### src/rtl/coffee_pkg.sv
// Shared types and constants for the coffee machine sequencer: states, drink
// indices, price table, coin validation and the milk-required mask.
package coffee_pkg;

  localparam int CREDIT_W   = 5;
  localparam int NUM_DRINKS = 4;

  typedef enum logic [2:0] {
    ST_IDLE,
    ST_SELECTED,
    ST_CHECK,
    ST_PAY,
    ST_BREW,
    ST_ERROR
  } state_e;

  typedef enum logic [1:0] {
    ERR_WATER,
    ERR_POWDER,
    ERR_MILK,
    ERR_MONEY
  } err_e;

  localparam logic [1:0] DRINK_ESPRESSO   = 2'd0;
  localparam logic [1:0] DRINK_LATTE      = 2'd1;
  localparam logic [1:0] DRINK_CAPPUCCINO = 2'd2;
  localparam logic [1:0] DRINK_PREMIUM    = 2'd3;

  localparam logic [CREDIT_W-1:0] PRICE [NUM_DRINKS] = '{5'd1, 5'd2, 5'd5, 5'd10};

  localparam logic [NUM_DRINKS-1:0] MILK_MASK = 4'b0110;

  function automatic logic coin_valid(input logic [3:0] val);
    logic ok;
    case (val)
      4'd1, 4'd2, 4'd5, 4'd10: ok = 1'b1;
      default:                 ok = 1'b0;
    endcase
    return ok;
  endfunction

  // Only meaningful when sel has exactly one bit set.
  function automatic logic [1:0] sel_index(input logic [3:0] sel);
    logic [1:0] idx;
    case (sel)
      4'b0010: idx = DRINK_LATTE;
      4'b0100: idx = DRINK_CAPPUCCINO;
      4'b1000: idx = DRINK_PREMIUM;
      default: idx = DRINK_ESPRESSO;
    endcase
    return idx;
  endfunction

endpackage

### src/rtl/coffee_timer.sv
// Loadable down-counter shared by the PAY timeout, BREW duration and ERROR hold.
// done_o is high while the count is zero; a load takes effect on the next edge.
module coffee_timer #(
  parameter int W = 10
) (
  input  logic         clk_i,
  input  logic         rst_ni,
  input  logic         load_i,
  input  logic [W-1:0] load_val_i,
  output logic         done_o
);

  logic [W-1:0] cnt_q;

  always_ff @(posedge clk_i or negedge rst_ni) begin
    if (!rst_ni) begin
      cnt_q <= '0;
    end else if (load_i) begin
      cnt_q <= load_val_i;
    end else if (cnt_q != '0) begin
      cnt_q <= cnt_q - 1'b1;
    end
  end

  assign done_o = (cnt_q == '0);

endmodule

### src/rtl/coffee_controller.sv
// Coffee machine sequencer: selection -> ingredient check -> payment -> brew.
// All outputs are registered from the next state, so they follow an input by one edge.
module coffee_controller
  import coffee_pkg::*;
#(
  parameter int BREW_CYCLES = 250,
  parameter int PAY_TIMEOUT = 1000,
  parameter int ERR_HOLD    = 500
) (
  input  logic       CLK,
  input  logic       RST,
  input  logic [3:0] BTN_SEL,
  input  logic       BTN_OK,
  input  logic       BTN_CANCEL,
  input  logic       COIN_IN,
  input  logic [3:0] COIN_VAL,
  input  logic       LVL_WATER,
  input  logic       LVL_POWDER,
  input  logic       LVL_MILK,
  output logic       S0,
  output logic       S1,
  output logic       S2,
  output logic       S3,
  output logic       SR,
  output logic       SP,
  output logic       SN,
  output logic       VL,
  output logic       M,
  output logic       BREW,
  output logic       RET_VALID,
  output logic [4:0] RET_VALUE
);

  localparam int TMR_MAX = (PAY_TIMEOUT > BREW_CYCLES) ?
                           ((PAY_TIMEOUT > ERR_HOLD) ? PAY_TIMEOUT : ERR_HOLD) :
                           ((BREW_CYCLES > ERR_HOLD) ? BREW_CYCLES : ERR_HOLD);
  localparam int TMR_W   = $clog2(TMR_MAX + 1);

  state_e              state_q, state_d;
  logic [1:0]          drink_q, drink_d;
  logic [CREDIT_W-1:0] credit_q, credit_d;
  err_e                err_q, err_d;
  logic                ret_vld_q, ret_vld_d;
  logic [4:0]          ret_val_q, ret_val_d;
  logic [3:0]          sel_q;
  logic [3:0]          flag_q;
  logic                m_q, brew_q;

  logic                tmr_load;
  logic [TMR_W-1:0]    tmr_val;
  logic                tmr_done;

  logic [CREDIT_W:0]   sum_raw;
  logic [CREDIT_W-1:0] credit_sum;
  logic [CREDIT_W-1:0] price;
  logic                coin_ok;

  coffee_timer #(.W(TMR_W)) u_timer (
    .clk_i      (CLK),
    .rst_ni     (RST),
    .load_i     (tmr_load),
    .load_val_i (tmr_val),
    .done_o     (tmr_done)
  );

  assign sum_raw    = {1'b0, credit_q} + {2'b00, COIN_VAL};
  assign credit_sum = (sum_raw > 6'd31) ? 5'd31 : sum_raw[CREDIT_W-1:0];
  assign price      = PRICE[drink_q];
  assign coin_ok    = coin_valid(COIN_VAL);

  always_comb begin
    state_d   = state_q;
    drink_d   = drink_q;
    credit_d  = credit_q;
    err_d     = err_q;
    ret_vld_d = 1'b0;
    ret_val_d = ret_val_q;
    tmr_load  = 1'b0;
    tmr_val   = '0;

    case (state_q)
      ST_IDLE: begin
        if ($onehot(BTN_SEL)) begin
          drink_d = sel_index(BTN_SEL);
          state_d = ST_SELECTED;
        end
      end

      ST_SELECTED: begin
        if (BTN_CANCEL) begin
          state_d = ST_IDLE;
        end else if (BTN_OK) begin
          state_d = ST_CHECK;
        end else if ($onehot(BTN_SEL)) begin
          drink_d = sel_index(BTN_SEL);
        end
      end

      ST_CHECK: begin
        if (!LVL_WATER) begin
          err_d = ERR_WATER;
        end else if (!LVL_POWDER) begin
          err_d = ERR_POWDER;
        end else if (MILK_MASK[drink_q] && !LVL_MILK) begin
          err_d = ERR_MILK;
        end
        if (!LVL_WATER || !LVL_POWDER || (MILK_MASK[drink_q] && !LVL_MILK)) begin
          state_d  = ST_ERROR;
          tmr_load = 1'b1;
          tmr_val  = TMR_W'(ERR_HOLD - 1);
        end else begin
          state_d  = ST_PAY;
          credit_d = '0;
          tmr_load = 1'b1;
          tmr_val  = TMR_W'(PAY_TIMEOUT);
        end
      end

      ST_PAY: begin
        // Cancel outranks a same-cycle coin, but a valid coin is still refunded.
        if (BTN_CANCEL) begin
          state_d   = ST_IDLE;
          ret_vld_d = 1'b1;
          ret_val_d = (COIN_IN && coin_ok) ? credit_sum : credit_q;
          credit_d  = '0;
        end else if (COIN_IN && !coin_ok) begin
          state_d   = ST_ERROR;
          err_d     = ERR_MONEY;
          ret_vld_d = 1'b1;
          ret_val_d = credit_q;
          credit_d  = '0;
          tmr_load  = 1'b1;
          tmr_val   = TMR_W'(ERR_HOLD - 1);
        end else if (COIN_IN) begin
          if (credit_sum >= price) begin
            state_d   = ST_BREW;
            ret_vld_d = 1'b1;
            ret_val_d = credit_sum - price;
            credit_d  = '0;
            tmr_load  = 1'b1;
            tmr_val   = TMR_W'(BREW_CYCLES - 1);
          end else begin
            credit_d = credit_sum;
            tmr_load = 1'b1;
            tmr_val  = TMR_W'(PAY_TIMEOUT);
          end
        end else if (tmr_done) begin
          state_d   = ST_ERROR;
          err_d     = ERR_MONEY;
          ret_vld_d = 1'b1;
          ret_val_d = credit_q;
          credit_d  = '0;
          tmr_load  = 1'b1;
          tmr_val   = TMR_W'(ERR_HOLD - 1);
        end
      end

      ST_BREW: begin
        if (tmr_done) begin
          state_d = ST_IDLE;
        end
      end

      ST_ERROR: begin
        if (BTN_CANCEL || tmr_done) begin
          state_d = ST_IDLE;
        end
      end

      default: state_d = ST_IDLE;
    endcase
  end

  always_ff @(posedge CLK or negedge RST) begin
    if (!RST) begin
      state_q   <= ST_IDLE;
      drink_q   <= DRINK_ESPRESSO;
      credit_q  <= '0;
      err_q     <= ERR_WATER;
      ret_vld_q <= 1'b0;
      ret_val_q <= '0;
      sel_q     <= '0;
      flag_q    <= '0;
      m_q       <= 1'b1;
      brew_q    <= 1'b0;
    end else begin
      state_q   <= state_d;
      drink_q   <= drink_d;
      credit_q  <= credit_d;
      err_q     <= err_d;
      ret_vld_q <= ret_vld_d;
      ret_val_q <= ret_val_d;
      sel_q     <= (state_d inside {ST_SELECTED, ST_CHECK, ST_PAY, ST_BREW}) ?
                   (4'b0001 << drink_d) : 4'b0000;
      // flag_q bit order: {SR, SP, SN, VL}
      flag_q    <= (state_d == ST_ERROR) ? (4'b1000 >> err_d) : 4'b0000;
      m_q       <= (state_d == ST_IDLE);
      brew_q    <= (state_d == ST_BREW);
    end
  end

  assign {S3, S2, S1, S0}   = sel_q;
  assign {SR, SP, SN, VL}   = flag_q;
  assign M                  = m_q;
  assign BREW               = brew_q;
  assign RET_VALID          = ret_vld_q;
  assign RET_VALUE          = ret_val_q;

endmodule

### config.mk
export PLATFORM = sky130hd
export DESIGN_NAME = coffee_controller
export DESIGN_NICKNAME = d
export VERILOG_FILES = /design/src/rtl/coffee_pkg.sv /design/src/rtl/coffee_timer.sv /design/src/rtl/coffee_controller.sv
export SDC_FILE = /design/constraint.sdc
export NUM_CORES = 1
export LEC_CHECK = 0
export CORE_AREA = 2 2 74 76
export DETAILED_ROUTE_END_ITERATION = 8
export DIE_AREA = 0 0 76 78
export GPL_ROUTABILITY_DRIVEN = 0
export PLACE_DENSITY = 0.75
export SLEW_MARGIN = 20
export SYNTH_ARGS = -nofsm -noshare
export SYNTH_HDL_FRONTEND = slang
export SYNTH_SLANG_ARGS = --single-unit
export TNS_END_PERCENT = 30
### constraint.sdc
create_clock -name CLK -period 3.6 [get_ports CLK]
set_input_delay 0.72 -clock CLK [delete_from_list [all_inputs] [get_ports CLK]]
set_output_delay 0.72 -clock CLK [all_outputs]
set_load 0.1 [all_outputs]
==> impl_metrics.yaml <==
status:
  outcome: "finished, final reports clean"
hold_path:
  min_from: "RET_VALUE[1]"
  hp-class: "reg2reg"
logic_synthesis:
  synthAdderAreaFrac_pct: 10.4
  synth_edf_count: 0
  ys_ff_latch: 38
  yosys_warnings: 0
  synthMuxAreaShare_pct: 3.81
  synthArstFlopShare_pct: 100
  ys_types: 71
  synth-main-ff-cell: "dfrtp_1"
  synth_top_family_by_area: "simple AND/OR/NAND/NOR gates"
  synthCells: 252
  syn-mean-instance-area_um2: 9.90
  syn_nets: 287
  synthSimpleGateAreaFrac_pct: 22.4
  seq_area_frac_synth_pct: 38.2
  synth_area_um2: 2490
  yosys.area_share.xor_xnor_pct: 2.46
  synth-compound-area-share_pct: 18.3
floorplan:
  core_area_um2: 5040
  die_x_um: 76
  dieHeight_um: 78
  start_util_pct: 49.5
  die_area_um2: 5930
  ios: 32
  rows: 26
sta:
  relSlewSlack_pct: 35.1
  setup_ws_ns: 0.0744
  setup_viol: 0
  post-route-period-util_pct: 97.9
  hold_viol: 0
  skew_ns: 0.0107
  holdWs_ns: 0.512
  worst_pin_slew_ns: 0.971
  min_period_ns: 3.53
  maxSlewViolCount: 0
  max_freq_ghz: 0.284
drt:
  viasPerCell: 5.52
  wire_per_inst_um: 14.7
  drtAntennaViolNets: 0
  routed_wl_um: 5760
  via_count: 2159
  first_iter_violations: 98
  drtPass1Iterations: 4
  drc: 0
placement:
  io_buffers: 31
  dpl.hpwl_um: 4340
  pre_cts_ws_ns: -0.550
pwr:
  power.density_nw_per_um2: 590
  ir_drop_uv: 253
  power.leakage_uw: 0.00150
clocking:
  cts_root_buffer: "clkbuf_8"
  clock_sink_count: 38
  path_clk_slew_ns: 0.07
  cts_tree: "done"
  hold_buffers: 0
  clk_path_buf_depth: 2
  h-tree-depth: 2
  clk_latency_ns: 0.29
  cts_made_buffers: 5
grt:
  grt_pass1_vias: 2222
  antenna_found_initial: 0
  grt_busiest_layer: "met2"
  grtUsageMet1_pct: 26.1
  grt_max_degree: 39
  overflow: 0
  grt_pass1_wl_um: 10200
  track_usage_pct: 21.3
  use_met3_pct: 3.84
  gr-usage-met2_pct: 37.3
setup_path:
  cp_max_fo: 4
  critPathKind: "in2reg"
  cp.arrival_ns: 3.72
  startpoint: "COIN_VAL[0]"
  crit_required_ns: 3.79
  critPathCaptureType: "flop"
  startpoint_type: "input pin"
  timing.rr.start: "credit_q[1]"
final_layout:
  num_antenna_cells: 0
  fill_cells: 428
  drive_above_1_share_pct: 26.8
  num-nets-final: 355
  syn_to_final_growth_pct: 31.5
flow_run:
  cap_violations: 0
[state kept, by name (all words and copies together) (netlist names)]
name,cells
M,1
drink_q,2
RET_VALUE,5
err_q,2
sel_q,4
BREW,1
flag_q,4
credit_q,5
u_timer.cnt_q,10
state_q,3
RET_VALID,1
[per-stage QoR]
step           instance area, µm²  power [µW]  utilization (%)  cells  setup TNS [ns]
5_1_grt                      3280        2080             65.0    391         -0.0120
4_1_cts                      3260        1920             64.6    389               0
6_report                     3280        1940             65.0    391               0
3_3_place_gp                 3120        1580             61.9    379           -8.03
3_5_place_dp                 3120        1600             61.9    379           -9.19
2_1_floorplan                2520        1310                -    252               0
[final timing paths]
check | endpoint | slack [ns] | depth (start not counted)
min in group asynchronous | RET_VALID | 0.52 | 1
worst max register to register | sel_q[0] | 0.19 | 12
worst min-delay path | RET_VALUE[1] | 0.51 | 1
max in group asynchronous | drink_q[0] | 2.56 | 1
worst max-delay path | sel_q[0] | 0.07 | 13
worst min register to register | RET_VALUE[1] | 0.51 | 1
[per-layer routing]
layer  wire [µm]  share of wire [%]
met3         237                4.1
met2        2970                 51
met1        2420                 42
met5           0                  0
met4         138                2.4
[cells in the final DEF, fill, tap and decap left out, types with 3 or more instances in the layout]
| cell | n |
|---|---|
| nor3b_1 | 3 |
| o21ai_0 | 18 |
| a22o_1 | 3 |
| xnor2_1 | 6 |
| or2_2 | 3 |
| buf_4 | 36 |
| nand2b_1 | 6 |
| mux2_2 | 4 |
| ha_1 | 9 |
| nor3_1 | 6 |
| clkbuf_8 | 5 |
| a21oi_1 | 8 |
| clkdlybuf4s50_1 | 26 |
| inv_1 | 19 |
| clkbuf_1 | 3 |
| or3_1 | 3 |
| nor2b_1 | 6 |
| and2_1 | 4 |
| nor2_1 | 7 |
| a21o_1 | 4 |
| ha_4 | 5 |
| dfrtp_1 | 37 |
| fa_1 | 3 |
| mux2i_1 | 5 |
| nand2_1 | 24 |
[cell type report]
type	count	area (µm²)	share of cell area, %
multi-input cells	188	1520	46.3
flip-flops and latches	38	952	29.0
repair buffers	67	566	17.2
well taps	70	87.6	2.67
clock buffers	8	80.1	2.44
inverters	20	75.1	2.29
[power breakdown]
group,switching [µW],internal (µW)
Sequential,102,542
Combinational,575,439
Clock,140,137
[what timing repair did]
action                     4_1_cts  5_1_grt
hold endpoints to repair         0        0
pin swaps                       11        7
setup endpoints to repair       20        7
gates resized for setup         15        4
setup buffers                    2        2
[cells by family (layout without fill, tap and decap cells)]
logic type | after synthesis | count (layout)
AOI/OAI and AO/OA | 62 | 62
xor gates and xnor gates | 7 | 7
adders and majority gates | 19 | 19
buffers and inverters | 26 | 95
DFF | 38 | 38
muxes | 9 | 9
and+or+nand+nor | 91 | 91
[worst max-delay path: stages]
cell	delay (ns)
dlygate4sd2_1	0.25
ha_2	0.19
a21o_1	0.17
a221o_2	0.35
or2_4	0.27
ha_4	0.24
nor2b_4	0.12
o31a_4	0.37
or3_4	0.40
o211ai_4	0.23
or3_4	0.17
inv_2	0.04
nor4b_2	0.20
[cell usage after synthesis, types with 2 or more instances]
master,instances,share of area (%)
dfrtp_1,37,37
nand2_1,24,3.6
inv_1,20,3.0
o21ai_0,18,3.6
ha_1,16,8.0
a21oi_1,8,1.6
nor2_1,7,1.1
nor2b_1,7,1.8
nand2b_1,6,1.5
nor3_1,6,1.2
xnor2_1,6,2.1
mux2i_1,5,2.0
a21o_1,4,1.2
and2_1,4,1.0
mux2_2,4,1.8
or2_2,4,1.0
a22o_1,3,1.1
fa_1,3,2.4
nor3b_1,3,0.90
or3_1,3,0.75
a211oi_1,2,0.60
a31o_2,2,0.70
a31oi_1,2,0.50
and2_2,2,0.60
and3_1,2,0.50
and3b_1,2,0.70
and4b_1,2,0.80
buf_2,2,0.40
clkbuf_1,2,0.30
nand3_1,2,0.40
nor4b_2,2,1.2
o211ai_1,2,0.60
or3b_2,2,0.70
(Power assumes the default switching activity.)
